**config.mk**
```make
export PLATFORM = sky130hd
export DESIGN_NAME = ahbl_master_arbiter_2x1_flat
export DESIGN_NICKNAME = d
export VERILOG_FILES = /design/src/rtl/ahbl_pkg.sv /design/src/rtl/ahbl_master_arbiter_2x1_if.sv /design/src/rtl/ahbl_arb_in_stage.sv /design/src/rtl/ahbl_master_arbiter_2x1.sv /design/src/flat_wrapper.sv
export SDC_FILE = /design/constraint.sdc
export NUM_CORES = 1
export LEC_CHECK = 0
export CAP_MARGIN = 20
export CORE_MARGIN = 10
export CORE_UTILIZATION = 42
export DETAILED_ROUTE_END_ITERATION = 16
export PLACE_DENSITY = 0.87
export SYNTH_ARGS = -nofsm -noshare
export SYNTH_HDL_FRONTEND = slang
export SYNTH_SLANG_ARGS = --single-unit
```
**constraint.sdc**
```tcl
create_clock -name HCLK -period 3.4 [get_ports HCLK]
set_clock_uncertainty 0.2 [all_clocks]
set_input_delay 0.85 -clock HCLK [delete_from_list [all_inputs] [get_ports HCLK]]
set_output_delay 0.85 -clock HCLK [all_outputs]
set_load 0.01 [all_outputs]
```
**src/rtl/ahbl_pkg.sv**
```systemverilog
// rtl/ahbl_pkg.sv - AHB-Lite encodings shared by the 2x1 master arbiter
package ahbl_pkg;

  localparam logic [1:0] HTRANS_IDLE   = 2'b00;
  localparam logic [1:0] HTRANS_BUSY   = 2'b01;
  localparam logic [1:0] HTRANS_NONSEQ = 2'b10;
  localparam logic [1:0] HTRANS_SEQ    = 2'b11;

  localparam logic [2:0] HSIZE_BYTE = 3'b000;
  localparam logic [2:0] HSIZE_HALF = 3'b001;
  localparam logic [2:0] HSIZE_WORD = 3'b010;

  // Which upstream port owns the bus data phase
  typedef enum logic [1:0] {
    DOWNER_NONE = 2'b00,
    DOWNER_P0   = 2'b01,
    DOWNER_P1   = 2'b10
  } downer_e;

endpackage

```
**src/rtl/ahbl_master_arbiter_2x1_if.sv**
```systemverilog
// rtl/ahbl_master_arbiter_2x1_if.sv - AHB-Lite bus bundle; master drives address/data, slave drives ready/read data
interface ahbl_master_arbiter_2x1_if #(
  parameter int AW = 32
);
  logic [AW-1:0] HADDR;
  logic [1:0]    HTRANS;
  logic          HWRITE;
  logic [2:0]    HSIZE;
  logic [31:0]   HWDATA;
  logic          HREADY;
  logic [31:0]   HRDATA;

  modport master (output HADDR, HTRANS, HWRITE, HSIZE, HWDATA, input HREADY, HRDATA);
  modport slave  (input HADDR, HTRANS, HWRITE, HSIZE, HWDATA, output HREADY, HRDATA);
endinterface

```
**src/rtl/ahbl_arb_in_stage.sv**
```systemverilog
// rtl/ahbl_arb_in_stage.sv - per-port input stage: address holding register, pending flag, HREADY stall
module ahbl_arb_in_stage
  import ahbl_pkg::*;
#(
  parameter int AW = 32
) (
  input  logic                      HCLK,
  input  logic                      HRESETn,
  ahbl_master_arbiter_2x1_if.slave  bus,
  input  logic                      grant_i,
  input  logic                      owner_i,
  input  logic                      m_hready_i,
  input  logic [31:0]               m_hrdata_i,
  output logic                      eff_o,
  output logic [AW-1:0]             haddr_o,
  output logic                      hwrite_o,
  output logic [2:0]                hsize_o
);
  logic          pend_q, pend_d;
  logic [AW-1:0] haddr_q, haddr_d;
  logic          hwrite_q, hwrite_d;
  logic [2:0]    hsize_q, hsize_d;
  logic          hready;
  logic          req;

  always_comb begin
    hready = 1'b1;
    if (owner_i) begin
      hready = m_hready_i;
    end else if (pend_q) begin
      hready = 1'b0;
    end
  end

  assign bus.HREADY = hready;
  assign bus.HRDATA = m_hrdata_i;

  // Requests are ignored while in reset so nothing leaks onto the bus
  assign req   = HRESETn & bus.HTRANS[1] & hready;
  assign eff_o = pend_q | req;

  always_comb begin
    pend_d   = pend_q;
    haddr_d  = haddr_q;
    hwrite_d = hwrite_q;
    hsize_d  = hsize_q;
    if (req && !grant_i) begin
      pend_d   = 1'b1;
      haddr_d  = bus.HADDR;
      hwrite_d = bus.HWRITE;
      hsize_d  = bus.HSIZE;
    end else if (grant_i) begin
      pend_d = 1'b0;
    end
  end

  always_ff @(posedge HCLK or negedge HRESETn) begin
    if (!HRESETn) begin
      pend_q   <= 1'b0;
      haddr_q  <= '0;
      hwrite_q <= 1'b0;
      hsize_q  <= HSIZE_BYTE;
    end else begin
      pend_q   <= pend_d;
      haddr_q  <= haddr_d;
      hwrite_q <= hwrite_d;
      hsize_q  <= hsize_d;
    end
  end

  assign haddr_o  = pend_q ? haddr_q  : bus.HADDR;
  assign hwrite_o = pend_q ? hwrite_q : bus.HWRITE;
  assign hsize_o  = pend_q ? hsize_q  : bus.HSIZE;

endmodule

```
**src/rtl/ahbl_master_arbiter_2x1.sv**
```systemverilog
// rtl/ahbl_master_arbiter_2x1.sv - merges CPU (port 0) and DMAC (port 1) AHB-Lite masters onto one bus
module ahbl_master_arbiter_2x1
  import ahbl_pkg::*;
#(
  parameter int ARB_MODE = 1,
  parameter int AW       = 32
) (
  input  logic                       HCLK,
  input  logic                       HRESETn,
  ahbl_master_arbiter_2x1_if.slave   s0_if,
  ahbl_master_arbiter_2x1_if.slave   s1_if,
  ahbl_master_arbiter_2x1_if.master  m_if,
  output logic                       M_HMASTER
);
  logic          eff0, eff1;
  logic          gnt0, gnt1, any_gnt;
  logic [AW-1:0] addr0, addr1;
  logic          wr0, wr1;
  logic [2:0]    sz0, sz1;
  logic          last_grant_q, last_grant_d;
  logic          hmaster_q, hmaster_d;
  downer_e       downer_q, downer_d;
  logic [AW-1:0] m_haddr;
  logic [1:0]    m_htrans;
  logic          m_hwrite;
  logic [2:0]    m_hsize;
  logic [31:0]   m_hwdata;

  ahbl_arb_in_stage #(.AW(AW)) u_in0 (
    .HCLK       (HCLK),
    .HRESETn    (HRESETn),
    .bus        (s0_if),
    .grant_i    (gnt0),
    .owner_i    (downer_q == DOWNER_P0),
    .m_hready_i (m_if.HREADY),
    .m_hrdata_i (m_if.HRDATA),
    .eff_o      (eff0),
    .haddr_o    (addr0),
    .hwrite_o   (wr0),
    .hsize_o    (sz0)
  );

  ahbl_arb_in_stage #(.AW(AW)) u_in1 (
    .HCLK       (HCLK),
    .HRESETn    (HRESETn),
    .bus        (s1_if),
    .grant_i    (gnt1),
    .owner_i    (downer_q == DOWNER_P1),
    .m_hready_i (m_if.HREADY),
    .m_hrdata_i (m_if.HRDATA),
    .eff_o      (eff1),
    .haddr_o    (addr1),
    .hwrite_o   (wr1),
    .hsize_o    (sz1)
  );

  // Grant only while the bus accepts an address; on conflict round-robin favours the port not served last
  always_comb begin
    gnt0 = 1'b0;
    gnt1 = 1'b0;
    if (m_if.HREADY) begin
      if (eff0 && eff1) begin
        if (ARB_MODE == 0 || last_grant_q) begin
          gnt0 = 1'b1;
        end else begin
          gnt1 = 1'b1;
        end
      end else begin
        gnt0 = eff0;
        gnt1 = eff1;
      end
    end
  end

  assign any_gnt = gnt0 | gnt1;

  always_comb begin
    last_grant_d = any_gnt ? gnt1 : last_grant_q;
    hmaster_d    = any_gnt ? gnt1 : hmaster_q;
    downer_d     = downer_q;
    if (m_if.HREADY) begin
      if (gnt0) begin
        downer_d = DOWNER_P0;
      end else if (gnt1) begin
        downer_d = DOWNER_P1;
      end else begin
        downer_d = DOWNER_NONE;
      end
    end
  end

  always_ff @(posedge HCLK or negedge HRESETn) begin
    if (!HRESETn) begin
      last_grant_q <= 1'b1;
      hmaster_q    <= 1'b0;
      downer_q     <= DOWNER_NONE;
    end else begin
      last_grant_q <= last_grant_d;
      hmaster_q    <= hmaster_d;
      downer_q     <= downer_d;
    end
  end

  always_comb begin
    m_htrans = HTRANS_IDLE;
    m_haddr  = '0;
    m_hwrite = 1'b0;
    m_hsize  = HSIZE_BYTE;
    m_hwdata = 32'h0;
    if (gnt0) begin
      m_htrans = HTRANS_NONSEQ;
      m_haddr  = addr0;
      m_hwrite = wr0;
      m_hsize  = sz0;
    end else if (gnt1) begin
      m_htrans = HTRANS_NONSEQ;
      m_haddr  = addr1;
      m_hwrite = wr1;
      m_hsize  = sz1;
    end
    case (downer_q)
      DOWNER_P0: m_hwdata = s0_if.HWDATA;
      DOWNER_P1: m_hwdata = s1_if.HWDATA;
      default:   m_hwdata = 32'h0;
    endcase
  end

  assign m_if.HTRANS = m_htrans;
  assign m_if.HADDR  = m_haddr;
  assign m_if.HWRITE = m_hwrite;
  assign m_if.HSIZE  = m_hsize;
  assign m_if.HWDATA = m_hwdata;
  assign M_HMASTER   = any_gnt ? gnt1 : hmaster_q;

endmodule

```
**src/flat_wrapper.sv**
```systemverilog
// flat-port wrapper written by rule: the top's interface ports become plain ports
module ahbl_master_arbiter_2x1_flat import ahbl_pkg::*;
#(
  parameter int ARB_MODE = 1,
  parameter int AW       = 32
)
  (HCLK, HRESETn, M_HMASTER, s0_if_HADDR, s0_if_HTRANS, s0_if_HWRITE, s0_if_HSIZE, s0_if_HWDATA, s0_if_HREADY, s0_if_HRDATA, s1_if_HADDR, s1_if_HTRANS, s1_if_HWRITE, s1_if_HSIZE, s1_if_HWDATA, s1_if_HREADY, s1_if_HRDATA, m_if_HADDR, m_if_HTRANS, m_if_HWRITE, m_if_HSIZE, m_if_HWDATA, m_if_HREADY, m_if_HRDATA);
  ahbl_master_arbiter_2x1_if #(.AW(AW)) s0_if_i ();
  ahbl_master_arbiter_2x1_if #(.AW(AW)) s1_if_i ();
  ahbl_master_arbiter_2x1_if #(.AW(AW)) m_if_i ();
  input  logic HCLK;
  input  logic HRESETn;
  output logic M_HMASTER;
  input wire logic [$bits(s0_if_i.HADDR)-1:0] s0_if_HADDR;
  input wire logic [$bits(s0_if_i.HTRANS)-1:0] s0_if_HTRANS;
  input wire logic [$bits(s0_if_i.HWRITE)-1:0] s0_if_HWRITE;
  input wire logic [$bits(s0_if_i.HSIZE)-1:0] s0_if_HSIZE;
  input wire logic [$bits(s0_if_i.HWDATA)-1:0] s0_if_HWDATA;
  output wire logic [$bits(s0_if_i.HREADY)-1:0] s0_if_HREADY;
  output wire logic [$bits(s0_if_i.HRDATA)-1:0] s0_if_HRDATA;
  input wire logic [$bits(s1_if_i.HADDR)-1:0] s1_if_HADDR;
  input wire logic [$bits(s1_if_i.HTRANS)-1:0] s1_if_HTRANS;
  input wire logic [$bits(s1_if_i.HWRITE)-1:0] s1_if_HWRITE;
  input wire logic [$bits(s1_if_i.HSIZE)-1:0] s1_if_HSIZE;
  input wire logic [$bits(s1_if_i.HWDATA)-1:0] s1_if_HWDATA;
  output wire logic [$bits(s1_if_i.HREADY)-1:0] s1_if_HREADY;
  output wire logic [$bits(s1_if_i.HRDATA)-1:0] s1_if_HRDATA;
  output wire logic [$bits(m_if_i.HADDR)-1:0] m_if_HADDR;
  output wire logic [$bits(m_if_i.HTRANS)-1:0] m_if_HTRANS;
  output wire logic [$bits(m_if_i.HWRITE)-1:0] m_if_HWRITE;
  output wire logic [$bits(m_if_i.HSIZE)-1:0] m_if_HSIZE;
  output wire logic [$bits(m_if_i.HWDATA)-1:0] m_if_HWDATA;
  input wire logic [$bits(m_if_i.HREADY)-1:0] m_if_HREADY;
  input wire logic [$bits(m_if_i.HRDATA)-1:0] m_if_HRDATA;
  assign s0_if_i.HADDR = s0_if_HADDR;
  assign s0_if_i.HTRANS = s0_if_HTRANS;
  assign s0_if_i.HWRITE = s0_if_HWRITE;
  assign s0_if_i.HSIZE = s0_if_HSIZE;
  assign s0_if_i.HWDATA = s0_if_HWDATA;
  assign s0_if_HREADY = s0_if_i.HREADY;
  assign s0_if_HRDATA = s0_if_i.HRDATA;
  assign s1_if_i.HADDR = s1_if_HADDR;
  assign s1_if_i.HTRANS = s1_if_HTRANS;
  assign s1_if_i.HWRITE = s1_if_HWRITE;
  assign s1_if_i.HSIZE = s1_if_HSIZE;
  assign s1_if_i.HWDATA = s1_if_HWDATA;
  assign s1_if_HREADY = s1_if_i.HREADY;
  assign s1_if_HRDATA = s1_if_i.HRDATA;
  assign m_if_HADDR = m_if_i.HADDR;
  assign m_if_HTRANS = m_if_i.HTRANS;
  assign m_if_HWRITE = m_if_i.HWRITE;
  assign m_if_HSIZE = m_if_i.HSIZE;
  assign m_if_HWDATA = m_if_i.HWDATA;
  assign m_if_i.HREADY = m_if_HREADY;
  assign m_if_i.HRDATA = m_if_HRDATA;
  ahbl_master_arbiter_2x1 #(.ARB_MODE(ARB_MODE), .AW(AW)) u_core (.HCLK(HCLK), .HRESETn(HRESETn), .s0_if(s0_if_i), .s1_if(s1_if_i), .m_if(m_if_i), .M_HMASTER(M_HMASTER));
endmodule
```
# Word level (Yosys, flattened, before mapping)
# Index checks and enable logic that the tools add are counted.
# Widths: inputs -> output; s select.
# classes
bitwise_logic	7
muxes	31
n_eq_ne	2
n_reduce_logical	7
# ops
operator	count
$mux 32	4
$pmux 32 s2	1
$mux 1	19
$mux 3	4
$mux 2	3
$and 1x1->1	4
$reduce_bool 2->1	2
$logic_and 1x1->1	3
$or 1x1->1	3
$eq 2x1->1 const B	1
$eq 2x2->1 const B	1
$logic_not 1->1	2
# totals
ff_bits	78
elab_cells	58

# Longest topological paths before layout
# logic_depth
depth_word	10
depth_mapped	7
mapped_depth_nobuf	5

# Modules after synthesis
# Synthesis repeated with hierarchy kept, for this count alone.
# unflattened
cells_unflattened	538
area_unflattened_um2	5688.0
# by_module_without_submodules
mod	cells_per_inst	instances	area_per_inst_um2
ahbl_arb_in_stage	156	2	2087.0
ahbl_master_arbiter_2x1	226	1	1514.0

# Worst setup path before layout
# No wires, ideal clock.
# synth_path
path_kind	input-to-output
startpoint	in HRESETn
endpoint	out m_if_HADDR[23]
slack_ns	0.345
arrival_time_ns	2.005
required_ns	2.350
cell_stages	7
cell_sequence	buf_4 a21oi_1 o21ai_0 buf_2 buf_2 o22a_1 nor2_1
# synth_via
elab_chain_len	8
word_cells_on_any_way	13
cone_classes	mux (6); bitwise (6); reduce/logical (1)
# synth_rtl
element	line	rtl
start: declaration	flat_wrapper.sv:12	input logic HRESETn;
$and 1x1->1 (2 in a row)	ahbl_arb_in_stage.sv:39	assign req = HRESETn & bus.HTRANS[1] & hready;
$or 1x1->1	ahbl_arb_in_stage.sv:40	assign eff_o = pend_q | req;
$logic_and 1x1->1	ahbl_master_arbiter_2x1.sv:62	if (eff0 && eff1) begin
$mux 1	ahbl_master_arbiter_2x1.sv:62	
$mux 1	ahbl_master_arbiter_2x1.sv:61	if (m_if.HREADY) begin
$mux 32	ahbl_master_arbiter_2x1.sv:115	end else if (gnt1) begin
$mux 32 (*)	ahbl_master_arbiter_2x1.sv:110	if (gnt0) begin
end: declaration	flat_wrapper.sv:28	output wire logic [$bits(m_if_i.HADDR)-1:0] m_if_HADDR;
# Every way passes the cells marked *; elsewhere a longest branch is shown, timed or not.

# Worst setup path after layout
# layout_path
startpoint	in s0_if_HTRANS[1]
endpoint	out m_if_HADDR[11]
# layout_via
elab_chain_len	8
word_cells_on_any_way	10
cone_classes	mux (6); bitwise (3); reduce/logical (1)
# layout_rtl
element	line	rtl
start: declaration	flat_wrapper.sv:15	input wire logic [$bits(s0_if_i.HTRANS)-1:0] s0_if_HTRANS;
$and 1x1->1 (*) (2 in a row)	ahbl_arb_in_stage.sv:39	
$or 1x1->1 (*)	ahbl_arb_in_stage.sv:40	
$logic_and 1x1->1	ahbl_master_arbiter_2x1.sv:62	
$mux 1	ahbl_master_arbiter_2x1.sv:62	
$mux 1	ahbl_master_arbiter_2x1.sv:61	
$mux 32	ahbl_master_arbiter_2x1.sv:115	
$mux 32 (*)	ahbl_master_arbiter_2x1.sv:110	
# Marks and branches as above.

==> results.cfg <==
[sta]
timing.slew.headroom_pct = 46.5
fmax_mhz = 297
finalSetupTns_ps = 0
worst_slew_pin_slew_ps = 803
finalCriticalPeriod_ps = 3370
fin_crit_sh_pct = 99.0
finalSetupViolations = 0
hold_viol_final = 0
slew_violations = 0

[synth]
ys.flop_type = dfrtp_1
synth_top_area_share_pct = 35.1
yosysSeqAreaShare_pct = 35.6
yosys_warnings = 0
synth_area_per_cell_um2 = 11.1
syn_area_mm2 = 0.00548
synthCells = 493
yosys.area.top_type = dfrtp_1
yosysUniqueCellTypes = 28
async_flop_share_pct = 100
synthTopCellsByArea = dfrtp_1 (35%), mux2_4 (16%), mux2i_1 (13%)
syn_nets = 670
synth-edff-count = 0
ys_ff_latch = 78

[worst_setup_path]
crit_path_end_kind = output pin
critical_path_arrival_ps = 2320
crit_chain = dlygate4sd2_1 -> a21o_1 -> o21ai_4 -> buf_4 -> buf_4 -> o22a_1 -> nor2_1 -> dlygate4sd2_1
critPathRequiredTime_ps = 2350
path_class = in2out
path_max_fanout = 8
cp_top_family = buffers and inverters
start_kind = input pin
cp_slowest_stage_delay_ps = 290
cp_num_buf_inv = 4
critPathSlowestCell = dlygate4sd2_1

[detailed_routing]
routedWlPerCell_um = 23.2
first_pass_iters = 4
drcViolationCount = 0
num_vias = 4524
ant_nets = 0
routed_wl_um = 19300
drtIter0Drc = 145
viasPerCell = 5.42

[clock_network]
cts_max_path_buffers = 2
worst_skew_pair.late_latency_ps = 340
cts_sinks = 78
cts_tree = built
clk_pin_slew_worst_paths_ps = 60
cts_root_buf = clkbuf_16
numCtsBuffers = 9
hold_buffers = 0
cts_max_level = 3

[final_layout]
final_nets = 832
final_cell_mix = clkdlybuf4s50_1 (170), dfrtp_1 (75), mux2i_1 (73)
syn2layout_area_growth_pct = 43.1
fin_area_mm2 = 0.00785
layout-drive-gt1-share_pct = 22.9
final_common_cell = clkdlybuf4s50_1
final_cell_count_no_fill = 834

[floorplan]
fp.dieH_um = 134
die_area_mm2 = 0.0180
fp.dieW_um = 134
row_count = 41
initial_core_util_pct = 43.1
core_mm2 = 0.0127
ios = 312

[min_path]
min_path_type = reg2reg

[grt]
grt_usage_pct = 20.2
first_global_vias = 5014
antenna_found_initial = 2
grt_max_degree = 63
grt-ovfl-total = 0
grt_pass1_wl_um = 29100

[place]
dp_hpwl_um = 14900
gp_congestion = 0.811
dp.cells = 810
io_buffers = 212
dpl_cell_area_mm2 = 0.00752

[run]
cap_violations = 0

[power_and_ir_drop]
p_per_area_mw_per_mm2 = 698
leakage_nw = 3.50
power_w = 0.00548
ir_drop_mv = 0.317

[status]
status = finished clean
==> metrics by stage <==
| step | worst slack (ps) | utilization, % | hold slack (ps) |
|---|---|---|---|
| CTS | 6.62 | 61.7 | 290 |
| finish | 33.9 | 61.7 | 299 |
| global placement | -473 | 59.1 | 271 |
| detailed placement | -500 | 59.1 | 288 |
| floorplan | 345 | - | 279 |
| global route | -8.69 | 61.7 | 311 |
==> registers in the layout, indices dropped and copies added, names as in the netlist <==
signal,count
u_core.downer_q,2
u_core.u_in0.pend_q,1
u_core.u_in0.haddr_q,32
u_core.hmaster_q,1
u_core.u_in0.hsize_q,3
u_core.u_in0.hwrite_q,1
u_core.u_in1.hwrite_q,1
u_core.u_in1.pend_q,1
u_core.u_in1.hsize_q,3
u_core.last_grant_q,1
u_core.u_in1.haddr_q,32
==> synthesized netlist by cell type, types with 2 or more instances <==
| cell type | instances |
|---|---|
| a21o_1 | 2 |
| a21oi_1 | 5 |
| a22oi_1 | 32 |
| a31oi_1 | 2 |
| buf_1 | 5 |
| buf_2 | 13 |
| buf_4 | 68 |
| buf_6 | 6 |
| clkbuf_1 | 11 |
| dfrtp_1 | 77 |
| ha_1 | 2 |
| inv_1 | 3 |
| mux2_2 | 12 |
| mux2_4 | 60 |
| mux2i_1 | 73 |
| mux2i_4 | 2 |
| nand2_1 | 2 |
| nor2_1 | 71 |
| o21ai_2 | 2 |
| o22a_1 | 37 |
==> per-layer routing <==
| layer | global-route usage [%] | part of all wire, % | up-vias |
|---|---|---|---|
| li1 | - | - | 2025 |
| met1 | 21.2 | 36 | 2206 |
| met2 | 37.5 | 53 | 266 |
| met3 | 6.83 | 8.8 | 27 |
| met4 | 5.56 | 1.5 | 0 |
| met5 | 0 | 0 | - |
==> cell families (layout without fill, tap and decap cells) <==
family          after synthesis  after routing  synth area share [%]
compound gates               83             83                  11.9
simple gates                 75             75                  5.82
buf+inv                     107            274                  13.1
mux                         147            147                  33.0
other cells                   1              3                0.0684
flops                        78             78                  35.6
fa+ha+maj                     2              2                 0.456
==> final cells by class <==
class / count / area [um2]
antenna: 2 / 5.00
clock buffer: 10 / 229
clock inverter: 6 / 92.6
fill: 1036 / 4870
inverter: 4 / 15.0
multi-input combinational: 308 / 2850
sequential: 78 / 1960
tap: 172 / 215
timing repair buffer: 254 / 2480
==> timing repair <==
item	CTS	global route
setup endpoints to repair	48	34
pin swaps	5	1
cloned	0	0
gates resized for setup	47	18
setup buffers	6	0
==> power by group <==
group / internal (W) / switching (W)
clock network: 0.000648 / 0.000401
registers: 0.00140 / 0.000299
logic: 0.00160 / 0.00114
total: 0.00364 / 0.00184
==> worst paths after layout <==
path                       cells after the start          startpoint  slack [ps]                        to
max in group asynchronous                      2             HRESETn        1880  u_core.u_in0.haddr_q[16]
hold reg to reg                                1    u_core.hmaster_q         300          u_core.hmaster_q
hold / removal                                 1    u_core.hmaster_q         300          u_core.hmaster_q
setup / recovery                               8     s0_if_HTRANS[1]          30            m_if_HADDR[11]
min in group asynchronous                      2             HRESETn         310        u_core.downer_q[1]
setup reg to reg                               8  u_core.downer_q[1]        1020  u_core.u_in0.haddr_q[10]
(Power assumes the default switching activity.)
